--- config.mk ---
export PLATFORM = sky130hd
export DESIGN_NAME = vga_timing_gen
export DESIGN_NICKNAME = d
export VERILOG_FILES = /design/src/rtl/vga_timing_pkg.sv /design/src/rtl/vga_timing_gen_mod_counter.sv /design/src/rtl/vga_timing_gen.sv
export SDC_FILE = /design/constraint.sdc
export NUM_CORES = 1
export LEC_CHECK = 0
export BUFFER_PORTS_ARGS = -buffer_cell sky130_fd_sc_hd__clkbuf_2
export CORE_ASPECT_RATIO = 1.25
export CORE_MARGIN = 5
export CORE_UTILIZATION = 38
export DETAILED_ROUTE_END_ITERATION = 8
export GPL_ROUTABILITY_DRIVEN = 1
export GPL_TIMING_DRIVEN = 0
export RECOVER_POWER = 100
export SYNTH_ARGS = -nofsm -noshare
export SYNTH_HDL_FRONTEND = slang
export SYNTH_SLANG_ARGS = --single-unit
--- constraint.sdc ---
create_clock -name clk -period 2.5 [get_ports clk]
set_input_delay 0.25 -clock clk [delete_from_list [all_inputs] [get_ports clk]]
set_output_delay 0.25 -clock clk [all_outputs]
set_load 0.05 [all_outputs]
--- src/rtl/vga_timing_pkg.sv ---
// +--------------------------------------------------------------------------+
// | vga_timing_pkg                                                           |
// | 640x480@60 raster defaults, derived totals and a counter-width helper.   |
// | Revision: 1.0                                                            |
// +--------------------------------------------------------------------------+
`default_nettype none

package vga_timing_pkg;

  localparam int   DEF_H_ACTIVE = 640;
  localparam int   DEF_H_FP     = 16;
  localparam int   DEF_H_SYNC   = 96;
  localparam int   DEF_H_BP     = 48;
  localparam int   DEF_V_ACTIVE = 480;
  localparam int   DEF_V_FP     = 10;
  localparam int   DEF_V_SYNC   = 2;
  localparam int   DEF_V_BP     = 33;
  localparam logic DEF_SYNC_POL = 1'b0;

  localparam int DEF_H_TOTAL = DEF_H_ACTIVE + DEF_H_FP + DEF_H_SYNC + DEF_H_BP;
  localparam int DEF_V_TOTAL = DEF_V_ACTIVE + DEF_V_FP + DEF_V_SYNC + DEF_V_BP;

  // Bits needed to hold the values 0..n-1.
  function automatic int cnt_width(input int n);
    return (n <= 1) ? 1 : $clog2(n);
  endfunction

  typedef struct packed {
    logic de;
    logic hsync;
    logic vsync;
    logic frame_start;
    logic line_end;
  } vga_ctrl_t;

endpackage

`default_nettype wire

--- src/rtl/vga_timing_gen_mod_counter.sv ---
// +--------------------------------------------------------------------------+
// | mod_counter                                                              |
// | Modulo-MOD up counter with increment strobe and wrap indication.         |
// | Revision: 1.0                                                            |
// +--------------------------------------------------------------------------+
`default_nettype none

module mod_counter
  import vga_timing_pkg::*;
#(
  parameter int MOD = 8,
  parameter int W   = 3
) (
  input  logic         clk,
  input  logic         i_rst_n,
  input  logic         i_sclr,
  input  logic         i_inc,
  output logic [W-1:0] o_cnt,
  output logic         o_wrap
);

  localparam logic [W-1:0] LAST = W'(MOD - 1);

  if (MOD < 2 || W < cnt_width(MOD)) begin : g_bad_cfg
    $error("mod_counter: MOD must be >= 2 and W wide enough for MOD-1");
  end

  logic [W-1:0] cnt_q, cnt_d;

  always_comb begin
    cnt_d = cnt_q;
    if (i_sclr) begin
      cnt_d = '0;
    end else if (i_inc) begin
      cnt_d = (cnt_q == LAST) ? '0 : cnt_q + 1'b1;
    end
  end

  always_ff @(posedge clk or negedge i_rst_n) begin
    if (!i_rst_n) begin
      cnt_q <= '0;
    end else begin
      cnt_q <= cnt_d;
    end
  end

  assign o_cnt  = cnt_q;
  assign o_wrap = i_inc & (cnt_q == LAST);

endmodule

`default_nettype wire

--- src/rtl/vga_timing_gen.sv ---
// +--------------------------------------------------------------------------+
// | vga_timing_gen                                                           |
// | VGA raster timing (sync, DE, coordinates) advanced by a pixel enable.    |
// | Optional VGA_FRAME_CNT_EN adds an 8-bit frame counter output.            |
// | Revision: 1.0                                                            |
// +--------------------------------------------------------------------------+
`default_nettype none

module vga_timing_gen
  import vga_timing_pkg::*;
#(
  parameter int   H_ACTIVE = DEF_H_ACTIVE,
  parameter int   H_FP     = DEF_H_FP,
  parameter int   H_SYNC   = DEF_H_SYNC,
  parameter int   H_BP     = DEF_H_BP,
  parameter int   V_ACTIVE = DEF_V_ACTIVE,
  parameter int   V_FP     = DEF_V_FP,
  parameter int   V_SYNC   = DEF_V_SYNC,
  parameter int   V_BP     = DEF_V_BP,
  parameter logic SYNC_POL = DEF_SYNC_POL,
  parameter int   XW       = 10,
  parameter int   YW       = 10
) (
  input  logic          clk,
  input  logic          i_rst_n,
  input  logic          i_sclr,
  input  logic          i_en,
  output logic          o_hsync,
  output logic          o_vsync,
  output logic          o_de,
  output logic [XW-1:0] o_x,
  output logic [YW-1:0] o_y,
  output logic          o_frame_start,
  output logic          o_line_end
`ifdef VGA_FRAME_CNT_EN
  ,
  output logic [7:0]    o_frame_cnt
`endif
);

  localparam int H_TOTAL = H_ACTIVE + H_FP + H_SYNC + H_BP;
  localparam int V_TOTAL = V_ACTIVE + V_FP + V_SYNC + V_BP;

  localparam logic [XW-1:0] H_ACT_X  = XW'(H_ACTIVE);
  localparam logic [XW-1:0] H_SS_X   = XW'(H_ACTIVE + H_FP);
  localparam logic [XW-1:0] H_SE_X   = XW'(H_ACTIVE + H_FP + H_SYNC);
  localparam logic [XW-1:0] H_LAST_X = XW'(H_TOTAL - 1);
  localparam logic [YW-1:0] V_ACT_Y  = YW'(V_ACTIVE);
  localparam logic [YW-1:0] V_SS_Y   = YW'(V_ACTIVE + V_FP);
  localparam logic [YW-1:0] V_SE_Y   = YW'(V_ACTIVE + V_FP + V_SYNC);

  localparam vga_ctrl_t CTRL_RST = '{1'b0, ~SYNC_POL, ~SYNC_POL, 1'b0, 1'b0};

  if (H_FP == 0 || H_SYNC == 0 || H_BP == 0 ||
      V_FP == 0 || V_SYNC == 0 || V_BP == 0) begin : g_bad_porch
    $error("vga_timing_gen: porch and sync widths must be non-zero");
  end

  if (XW < cnt_width(H_TOTAL) || YW < cnt_width(V_TOTAL)) begin : g_bad_width
    $error("vga_timing_gen: XW/YW too small for H_TOTAL-1/V_TOTAL-1");
  end

  logic [XW-1:0] w_hc;
  logic [YW-1:0] w_vc;
  logic          w_h_wrap;
  logic          w_v_wrap;
  logic          w_at_origin;

  mod_counter #(.MOD(H_TOTAL), .W(XW)) u_hcnt (
    .clk     (clk),
    .i_rst_n (i_rst_n),
    .i_sclr  (i_sclr),
    .i_inc   (i_en),
    .o_cnt   (w_hc),
    .o_wrap  (w_h_wrap)
  );

  mod_counter #(.MOD(V_TOTAL), .W(YW)) u_vcnt (
    .clk     (clk),
    .i_rst_n (i_rst_n),
    .i_sclr  (i_sclr),
    .i_inc   (w_h_wrap & i_en),
    .o_cnt   (w_vc),
    .o_wrap  (w_v_wrap)
  );

  assign w_at_origin = (w_hc == '0) && (w_vc == '0);

  vga_ctrl_t     ctrl_q, ctrl_d;
  logic [XW-1:0] x_q, x_d;
  logic [YW-1:0] y_q, y_d;

  // Outputs show the decode of the count before it advances; pulses self-clear.
  always_comb begin
    ctrl_d             = ctrl_q;
    ctrl_d.frame_start = 1'b0;
    ctrl_d.line_end    = 1'b0;
    x_d                = x_q;
    y_d                = y_q;
    if (i_sclr) begin
      ctrl_d = CTRL_RST;
      x_d    = '0;
      y_d    = '0;
    end else if (i_en) begin
      ctrl_d.de          = (w_hc < H_ACT_X) && (w_vc < V_ACT_Y);
      ctrl_d.hsync       = ((w_hc >= H_SS_X) && (w_hc < H_SE_X)) ? SYNC_POL : ~SYNC_POL;
      ctrl_d.vsync       = ((w_vc >= V_SS_Y) && (w_vc < V_SE_Y)) ? SYNC_POL : ~SYNC_POL;
      ctrl_d.frame_start = w_at_origin;
      ctrl_d.line_end    = (w_hc == H_LAST_X);
      x_d                = w_hc;
      y_d                = w_vc;
    end
  end

  always_ff @(posedge clk or negedge i_rst_n) begin
    if (!i_rst_n) begin
      ctrl_q <= CTRL_RST;
      x_q    <= '0;
      y_q    <= '0;
    end else begin
      ctrl_q <= ctrl_d;
      x_q    <= x_d;
      y_q    <= y_d;
    end
  end

  assign o_de          = ctrl_q.de;
  assign o_hsync       = ctrl_q.hsync;
  assign o_vsync       = ctrl_q.vsync;
  assign o_frame_start = ctrl_q.frame_start;
  assign o_line_end    = ctrl_q.line_end;
  assign o_x           = x_q;
  assign o_y           = y_q;

`ifdef VGA_FRAME_CNT_EN
  // A frame start counts only once a full frame has wrapped since reset/clear.
  logic [7:0] frame_cnt_q, frame_cnt_d;
  logic       wrapped_q, wrapped_d;

  always_comb begin
    frame_cnt_d = frame_cnt_q;
    wrapped_d   = wrapped_q;
    if (i_sclr) begin
      frame_cnt_d = '0;
      wrapped_d   = 1'b0;
    end else begin
      if (w_v_wrap) begin
        wrapped_d = 1'b1;
      end
      if (i_en && w_at_origin && wrapped_q) begin
        frame_cnt_d = frame_cnt_q + 8'd1;
      end
    end
  end

  always_ff @(posedge clk or negedge i_rst_n) begin
    if (!i_rst_n) begin
      frame_cnt_q <= '0;
      wrapped_q   <= 1'b0;
    end else begin
      frame_cnt_q <= frame_cnt_d;
      wrapped_q   <= wrapped_d;
    end
  end

  assign o_frame_cnt = frame_cnt_q;
`else
  logic w_unused_v_wrap;
  assign w_unused_v_wrap = w_v_wrap;
`endif

endmodule

`default_nettype wire

==> metrics.log, run 1 <==
INFO  metric root_buffer = sky130_fd_sc_hd__clkbuf_8
INFO  metric synth.yosys.seq_area_share = 0.4970
INFO  metric area_growth_syn_to_layout = 12.12%
INFO  metric clk_latency = 0.31 ns
INFO  metric routed_wl = roughly 5.2 mm
INFO  metric dp_slack = 0.7104 ns
INFO  metric area_of_the_die = 7632 um2
INFO  metric vias_per_cell = approximately 5.5
INFO  metric area_fraction_in_compound_gates_after_synthesis = 0.1185
INFO  metric power_per_cell_area = approximately 550 nW/um2
INFO  metric finalWorstSetupSlack = 0.5109 ns
INFO  metric synthesis.area_per_instance = 10.18 um2
INFO  metric number_of_gates_resized_after_cts = 0
INFO  metric worst-endpoint-required = 2.73 ns
INFO  metric hold_class = in -> async
INFO  metric finalClockSkew = about 0.0063 ns
INFO  metric fp.coreArea = just under 6000 um2
INFO  metric netlist_area = approximately 2300 um2
INFO  metric worst-endpoint-arrival = approximately 2.2 ns
INFO  metric critical_path_peak_fanout = 10
INFO  metric setup-tns-final = 0 ns
INFO  metric drt_first_pass_iters = 4
INFO  metric synthTopCellsByArea = sky130_fd_sc_hd__dfrtp_1 (47%), sky130_fd_sc_hd__mux2i_1 (8.8%), sky130_fd_sc_hd__nor2_1 (5.8%)
INFO  metric grt_pass1_vias = 1,704
INFO  metric finish.cell_count_without_fillers = about 330
INFO  metric antenna_violating_nets_remaining = 0
INFO  metric timing.final.setup_violations = 0
INFO  metric grt_setup_unrepaired = false
INFO  metric cell_area_after_placement = 2494 um2
INFO  metric synth_area_leader_cell = sky130_fd_sc_hd__dfrtp_1
INFO  metric antenna_violations_before_repair = 0
INFO  metric placementRows = 31
INFO  metric routedWlPerCell = 15.89 um
INFO  metric final_design_area_no_fill = between 2000 and 3000 um2
INFO  metric timing_hold_violations_final = 0
INFO  metric antenna_cells_inserted = 0
INFO  metric slew_headroom = 0.2614
INFO  metric synth-async-reset-ratio = 1.000
INFO  metric timing.fmax = ~500 MHz
INFO  metric half_perimeter_wire_length_after_placement = around 3.7 mm
INFO  metric worstMarginPinSlew = approximately 1.1 ns
INFO  metric cts.reportedPaths.clkPinSlew = ~0.090 ns
INFO  metric die_width = just under 80 um
INFO  metric final-max-slew-violation-count = 0
INFO  metric final_util = 0.4376
INFO  metric max_cap_viol_count = 0
INFO  metric finalCriticalPeriod = 1.989 ns
INFO  metric ios = 29
INFO  metric postCtsSetupBuffers = 0
INFO  metric drive_above_1_share = 0.09653
INFO  metric finalPower = ~1.4 mW
INFO  metric clock_sink_count = 45
INFO  metric main_combinational_cell_family_by_area_after_synthesis = simple AND/OR/NAND/NOR gates
INFO  metric finalWeightedCongestion = approximately 0.80
INFO  metric grt_overflow = 0
INFO  metric io_buffers = 28
INFO  metric maximum_clock_insertion_buffer_count = 2
INFO  metric synth_ff_type = sky130_fd_sc_hd__dfrtp_1
INFO  metric numPlacedInstances = between 300 and 400
INFO  metric synthAdderAreaFrac = 0.02204
INFO  metric cp-start-kind = flip-flop
INFO  metric ff_latch_area = approximately 1100 um2
INFO  metric final_min_period_over_clock_period = 0.7956
INFO  metric syn_nets = 231
INFO  metric synth_simple_gate_area_frac = 0.1961
INFO  metric die_height = roughly 96 um
INFO  metric detailedRoute.firstIterationViolations = around 110
INFO  metric netlist_instances = between 200 and 250
INFO  metric synth_xor_area_frac = 0.02700
INFO  metric grt_first_pass_wirelength = around 8.6 mm
INFO  metric synth_common_cells = sky130_fd_sc_hd__dfrtp_1 (43), sky130_fd_sc_hd__nor2_1 (35), sky130_fd_sc_hd__mux2i_1 (20), sky130_fd_sc_hd__nand2_1 (19)
INFO  metric status = finished, final reports clean
INFO  metric grtUsageTotal = 0.1470
INFO  metric route.detailed.drc = 0
INFO  metric tritoncts_buffer_count = 5
INFO  metric cts.htree.levels = 2
INFO  metric num-fill-cells = 571
INFO  metric vias = 1,772
INFO  metric tritoncts = built
INFO  metric synth_top_area_frac = 0.4738
INFO  metric timing.hold.ws = about 0.14 ns
INFO  metric synth.mux.area_fraction = 0.09311
INFO  metric cts_hold_repair.buffers = 0
INFO  metric timing_worst_setup_path_type = reg -> reg
INFO  metric timing.critical_path.to_type = flip-flop
INFO  metric grt_start_max_net_pins = 46
INFO  metric finish.net_count = around 270
INFO  metric area_of_the_multi_input_gates = slightly above 1000 um2
INFO  metric synth_most_common_cell = sky130_fd_sc_hd__dfrtp_1
INFO  metric netlist-cell-type-count = 41
INFO  metric power_leakage = roughly 1.2 nW
INFO  metric yosysWarningCount = 0
INFO  metric vdd_drop_max = around 0.31 mV
INFO  metric postSynthRegisterBits = 45
INFO  metric synth_enable_flop_cells = 0
INFO  metric initial_utilization = 0.3903
[where the power goes]
part / switching [mW] / leakage [nW] / internal, mW
Clock: 0.271 / 0.0591 / 0.305
Sequential: 0.00545 / 0.618 / 0.734
Combinational: 0.0660 / 0.481 / 0.0251
Total: 0.343 / 1.16 / 1.06
[cells in the final DEF, fill, tap and decap left out, types with 5 or more instances in the layout]
cell                       synthesis  layout
sky130_fd_sc_hd__nand3_1           7       7
sky130_fd_sc_hd__o21ai_0          10      10
sky130_fd_sc_hd__a31oi_1          10      10
sky130_fd_sc_hd__mux2i_1          20      20
sky130_fd_sc_hd__clkbuf_8          0       5
sky130_fd_sc_hd__nor2_1           35      35
sky130_fd_sc_hd__nand4_1           6       6
sky130_fd_sc_hd__nand2_1          19      19
sky130_fd_sc_hd__inv_1             6       6
sky130_fd_sc_hd__clkbuf_1          3      34
sky130_fd_sc_hd__xor2_1            5       5
sky130_fd_sc_hd__dfrtp_1          43      43
[cell families after synthesis]
| kind of cell | after synthesis |
|---|---|
| AOI/OAI and AO/OA | 38 |
| muxes | 21 |
| xor gates and xnor gates | 7 |
| DFF | 45 |
| and+or+nand+nor | 88 |
| adders and majority gates | 4 |
| buffers and inverters | 20 |
[area by class of cell]
type / count / area share
buffer: 14 / 0.02752
clock inverter: 3 / 0.01867
sequential: 45 / 0.4432
timing repair buffer: 28 / 0.04226
inverter: 6 / 0.008845
tap: 66 / 0.03243
clock buffer: 5 / 0.02703
multi-input combinational: 158 / 0.4000
[worst max-delay path, cell delays in order (launching register included)]
cell and delay (ns):
sky130_fd_sc_hd__dfrtp_1 0.43, sky130_fd_sc_hd__ha_1 0.20, sky130_fd_sc_hd__and3_1 0.26, sky130_fd_sc_hd__and4b_4 0.29, sky130_fd_sc_hd__clkbuf_1 0.37, sky130_fd_sc_hd__a41oi_1 0.17
sky130_fd_sc_hd__a31oi_1 0.18
[worst paths after layout]
check                                  end  cells after the start             from  slack [ns]
max                        u_vcnt.o_cnt[9]                      6  u_hcnt.o_cnt[1]        0.51
min                                 o_y[7]                      1          i_rst_n        0.14
max reg2reg                u_vcnt.o_cnt[9]                      6  u_hcnt.o_cnt[1]        0.51
min reg2reg                         o_y[8]                      2           o_y[8]        0.52
max in group asynchronous  u_hcnt.o_cnt[1]                      1          i_rst_n        1.69
min in group clk             o_frame_start                      5           i_sclr        0.37
[state kept, by name (all words and copies together), names as in the netlist]
signal / count
o_x: 10
o_hsync: 1
o_vsync: 1
o_frame_start: 1
o_y: 10
u_vcnt.o_cnt: 10
u_hcnt.o_cnt: 10
o_line_end: 1
o_de: 1
[metal layers]
layer  part of all wire  vias up  global-route usage  wire [um]
met1               0.46      873              0.1881       2363
met4              0.015        0             0.05587         77
met2               0.50       31              0.2465       2585
met5                  0        -                   0          0
li1                   -      862                   -          -
met3              0.027        6             0.02876        137
Note: power is estimated with default switching activity, not from simulation.
==> inputs of run 2 (changes only) <==
Settings changed: ABC_AREA set to 1.
Clock period 2.5 ns to 1.65 ns, I/O delays scaled along.
==> metrics.log, run 2 <==
INFO  metric status = finished, final reports clean
INFO  metric area_of_the_die = 7688 um2
INFO  metric gr-usage-met3 = 0.02974
INFO  metric grt_setup_unrepaired = false
INFO  metric timing.rr.end = u_vcnt.o_cnt[1]
INFO  metric final_util = 0.4445
INFO  metric finalWorstSetupSlack = about 0.16 ns
INFO  metric grt_pass1_vias = 2,010
INFO  metric synthAdderAreaFrac = 0.02186
INFO  metric postCtsSetupBuffers = 0
INFO  metric worst-endpoint-arrival = about 1.7 ns
INFO  metric worstMarginPinSlew = around 1.1 ns
INFO  metric numPlacedInstances = 374
INFO  metric synth_common_cells = sky130_fd_sc_hd__nand2_1 (93), sky130_fd_sc_hd__dfrtp_1 (43), sky130_fd_sc_hd__nand3_1 (29), sky130_fd_sc_hd__inv_1 (27), sky130_fd_sc_hd__o21ai_0 (21)
INFO  metric grt_first_pass_wirelength = between 9 and 10 mm
INFO  metric dp_slack = between 0.1 and 0.15 ns
INFO  metric cts.htree.levels = 2
INFO  metric finalClockSkew = ~0.0055 ns
INFO  metric fp.coreArea = roughly 5800 um2
INFO  metric timing.fmax = between 600 and 700 MHz
INFO  metric most-common-layout-cells = sky130_fd_sc_hd__nand2_1 (93), sky130_fd_sc_hd__dfrtp_1 (43), sky130_fd_sc_hd__clkbuf_1 (29), sky130_fd_sc_hd__nand3_1 (29), sky130_fd_sc_hd__inv_1 (27)
INFO  metric global_route.usage.met1 = 0.1856
INFO  metric io_buffers = 28
INFO  metric netlist_instances = 280
INFO  metric cts_hold_repair.buffers = 0
INFO  metric timing.final.setup_violations = 0
INFO  metric synth_area_leader_cell = sky130_fd_sc_hd__dfrtp_1
INFO  metric root_buffer = sky130_fd_sc_hd__clkbuf_8
INFO  metric finalWeightedCongestion = about 0.86
INFO  metric timing_worst_setup_path_type = reg -> reg
INFO  metric worst-endpoint-required = between 1.5 and 2 ns
INFO  metric timing_hold_violations_final = 0
INFO  metric slew_headroom = 0.2617
INFO  metric layout_commonest_cell = sky130_fd_sc_hd__nand2_1
INFO  metric synth_most_common_cell = sky130_fd_sc_hd__nand2_1
INFO  metric max_cap_viol_count = 0
INFO  metric synth.mux.area_fraction = 0
INFO  metric synth_xor_area_frac = 0.03060
INFO  metric die_width = between 70 and 80 um
INFO  metric vias_per_cell = 5.005
INFO  metric crit_slowest_cell = sky130_fd_sc_hd__dfrtp_1
INFO  metric power_leakage = 1.265 nW
INFO  metric vias = around 1,900
INFO  metric netlist_area = ~2300 um2
INFO  metric die_height = around 97 um
INFO  metric synthTopCellsByArea = sky130_fd_sc_hd__dfrtp_1 (47%), sky130_fd_sc_hd__nand2_1 (15%), sky130_fd_sc_hd__nand3_1 (6.3%)
INFO  metric final_min_period_over_clock_period = 0.9026
INFO  metric yosysWarningCount = 0
INFO  metric sequentialPowerShare = 0.505
INFO  metric grt_overflow = 0
INFO  metric rr_worst_depth = 7
INFO  metric setup.reg_to_reg.worst_slack = around 0.16 ns
INFO  metric num-fill-cells = 616
INFO  metric synthesis.area_per_instance = approximately 8.2 um2
INFO  metric grtUsageTotal = 0.1546
INFO  metric synth_simple_gate_area_frac = 0.3235
INFO  metric power_frac_comb = 0.054
INFO  metric clk_latency = about 0.30 ns
INFO  metric area_fraction_in_compound_gates_after_synthesis = 0.06448
INFO  metric finish.net_count = approximately 320
INFO  metric timing.critical_path.to_type = flip-flop
INFO  metric antenna_violating_nets_remaining = 0
INFO  metric power_per_cell_area = 855.5 nW/um2
INFO  metric cp-startpoint = u_hcnt.o_cnt[1]
INFO  metric intPower = around 1.7 mW
INFO  metric route.detailed.drc = 0
INFO  metric timing.hold.ws = between 0.06 and 0.07 ns
INFO  metric tritoncts_buffer_count = 5
INFO  metric cts.reportedPaths.clkPinSlew = roughly 0.08 ns
INFO  metric cell_area_after_placement = about 2500 um2
INFO  metric drt_first_pass_iters = 4
INFO  metric syn_nets = 288
INFO  metric hold_class = in -> async
INFO  metric ios = 29
INFO  metric final_design_area_no_fill = 2586 um2
INFO  metric routed_wl = around 5.4 mm
INFO  metric total_switching_power = roughly 0.48 mW
INFO  metric cpPeakStageDelay = roughly 0.4 ns
INFO  metric maximum_clock_insertion_buffer_count = 2
INFO  metric half_perimeter_wire_length_after_placement = 3.872 mm
INFO  metric placementRows = 31
INFO  metric r2r-start = u_hcnt.o_cnt[1]
INFO  metric synth-async-reset-ratio = 1.000
INFO  metric detailedRoute.firstIterationViolations = around 110
INFO  metric initial_utilization = 0.3935
INFO  metric crit_path_end = u_vcnt.o_cnt[1]
INFO  metric synth.yosys.seq_area_share = 0.4929
INFO  metric main_combinational_cell_family_by_area_after_synthesis = simple AND/OR/NAND/NOR gates
INFO  metric critical_path_peak_fanout = 7
INFO  metric busiest_layer = met2
INFO  metric path_cells = ha_1 -> nand3_4 -> nor2_8 -> nand3_4 -> nor2_2 -> nand2_1 -> nand2_1
INFO  metric finalCriticalPeriod = roughly 1.5 ns
INFO  metric clock_power_share = 0.441
INFO  metric setup-tns-final = 0 ns
INFO  metric drive_above_1_share = 0.08861
INFO  metric antenna_cells_inserted = 0
INFO  metric finalPower = about 2.2 mW
INFO  metric routedWlPerCell = roughly 14 um
INFO  metric tritoncts = built
INFO  metric grt_start_max_net_pins = 46
INFO  metric netlist-cell-type-count = 30
INFO  metric antenna_violations_before_repair = 0
INFO  metric swShare = 0.2157
INFO  metric synth_ff_type = sky130_fd_sc_hd__dfrtp_1
INFO  metric postSynthRegisterBits = between 40 and 50
INFO  metric vdd_drop_max = about 0.33 mV
INFO  metric synth_enable_flop_cells = 0
INFO  metric synth_top_area_frac = 0.4699
INFO  metric number_of_gates_resized_after_cts = 0
INFO  metric finish.cell_count_without_fillers = 382
INFO  metric clock_sink_count = 45
INFO  metric area_growth_syn_to_layout = 12.95%
INFO  metric final-max-slew-violation-count = 0
INFO  metric cp-start-kind = flip-flop
INFO  metric groute.layer.met2.usage = 0.2650
-- run 2: final cells by class --
cell class / instances / area [um2] / area share
well taps: 66 / 82.58 / 0.03193
clock buffers: 5 / 68.82 / 0.02661
multi-input cells: 197 / 982.2 / 0.3798
inverters: 29 / 108.9 / 0.04209
plain buffers: 9 / 42.54 / 0.01645
flip-flops and latches: 45 / 1129 / 0.4364
clock inverters: 3 / 65.06 / 0.02516
repair buffers: 28 / 107.6 / 0.04161
-- run 2: kinds of logic (layout without fill, tap and decap cells) --
logic type      count (synthesis)  in the layout
fa+ha+maj                       4              4
compound gates                 26             26
simple gates                  159            159
buf+inv                        38             74
xor+xnor                        8              8
flops                          45             45
-- run 2: metal layers --
metal	vias to the layer above	wire, um
li1	958	-
met1	907	2304
met2	41	2796
met3	6	179
met4	0	78
met5	-	0
-- run 2: worst min-delay path by stage --
stage                  from               to  slack (ns)  cells after the start
floorplan           i_rst_n             o_de       -0.13                      0
global placement    i_rst_n           o_x[2]        0.43                      1
detailed placement  i_rst_n           o_x[2]        0.43                      1
CTS                 i_rst_n    o_frame_start        0.11                      1
global route        i_rst_n           o_x[0]        0.17                      1
finish              i_rst_n  u_hcnt.o_cnt[4]        0.06                      1
-- run 2: power groups by stage --
stage	clock [mW]	sequential, mW	combinational (mW)
floorplan	0	1.16	0.0516
global placement	0	1.14	0.129
detailed placement	0	1.14	0.129
CTS	1.01	1.12	0.129
global route	1.04	1.12	0.137
finish	0.975	1.12	0.119
-- run 2: worst max-delay path, delay by kind of cell (launching register included) --
kind | cells | cell delay [ns]
simple gates | 6 | 0.79
fa+ha+maj | 1 | 0.24
flops | 1 | 0.40
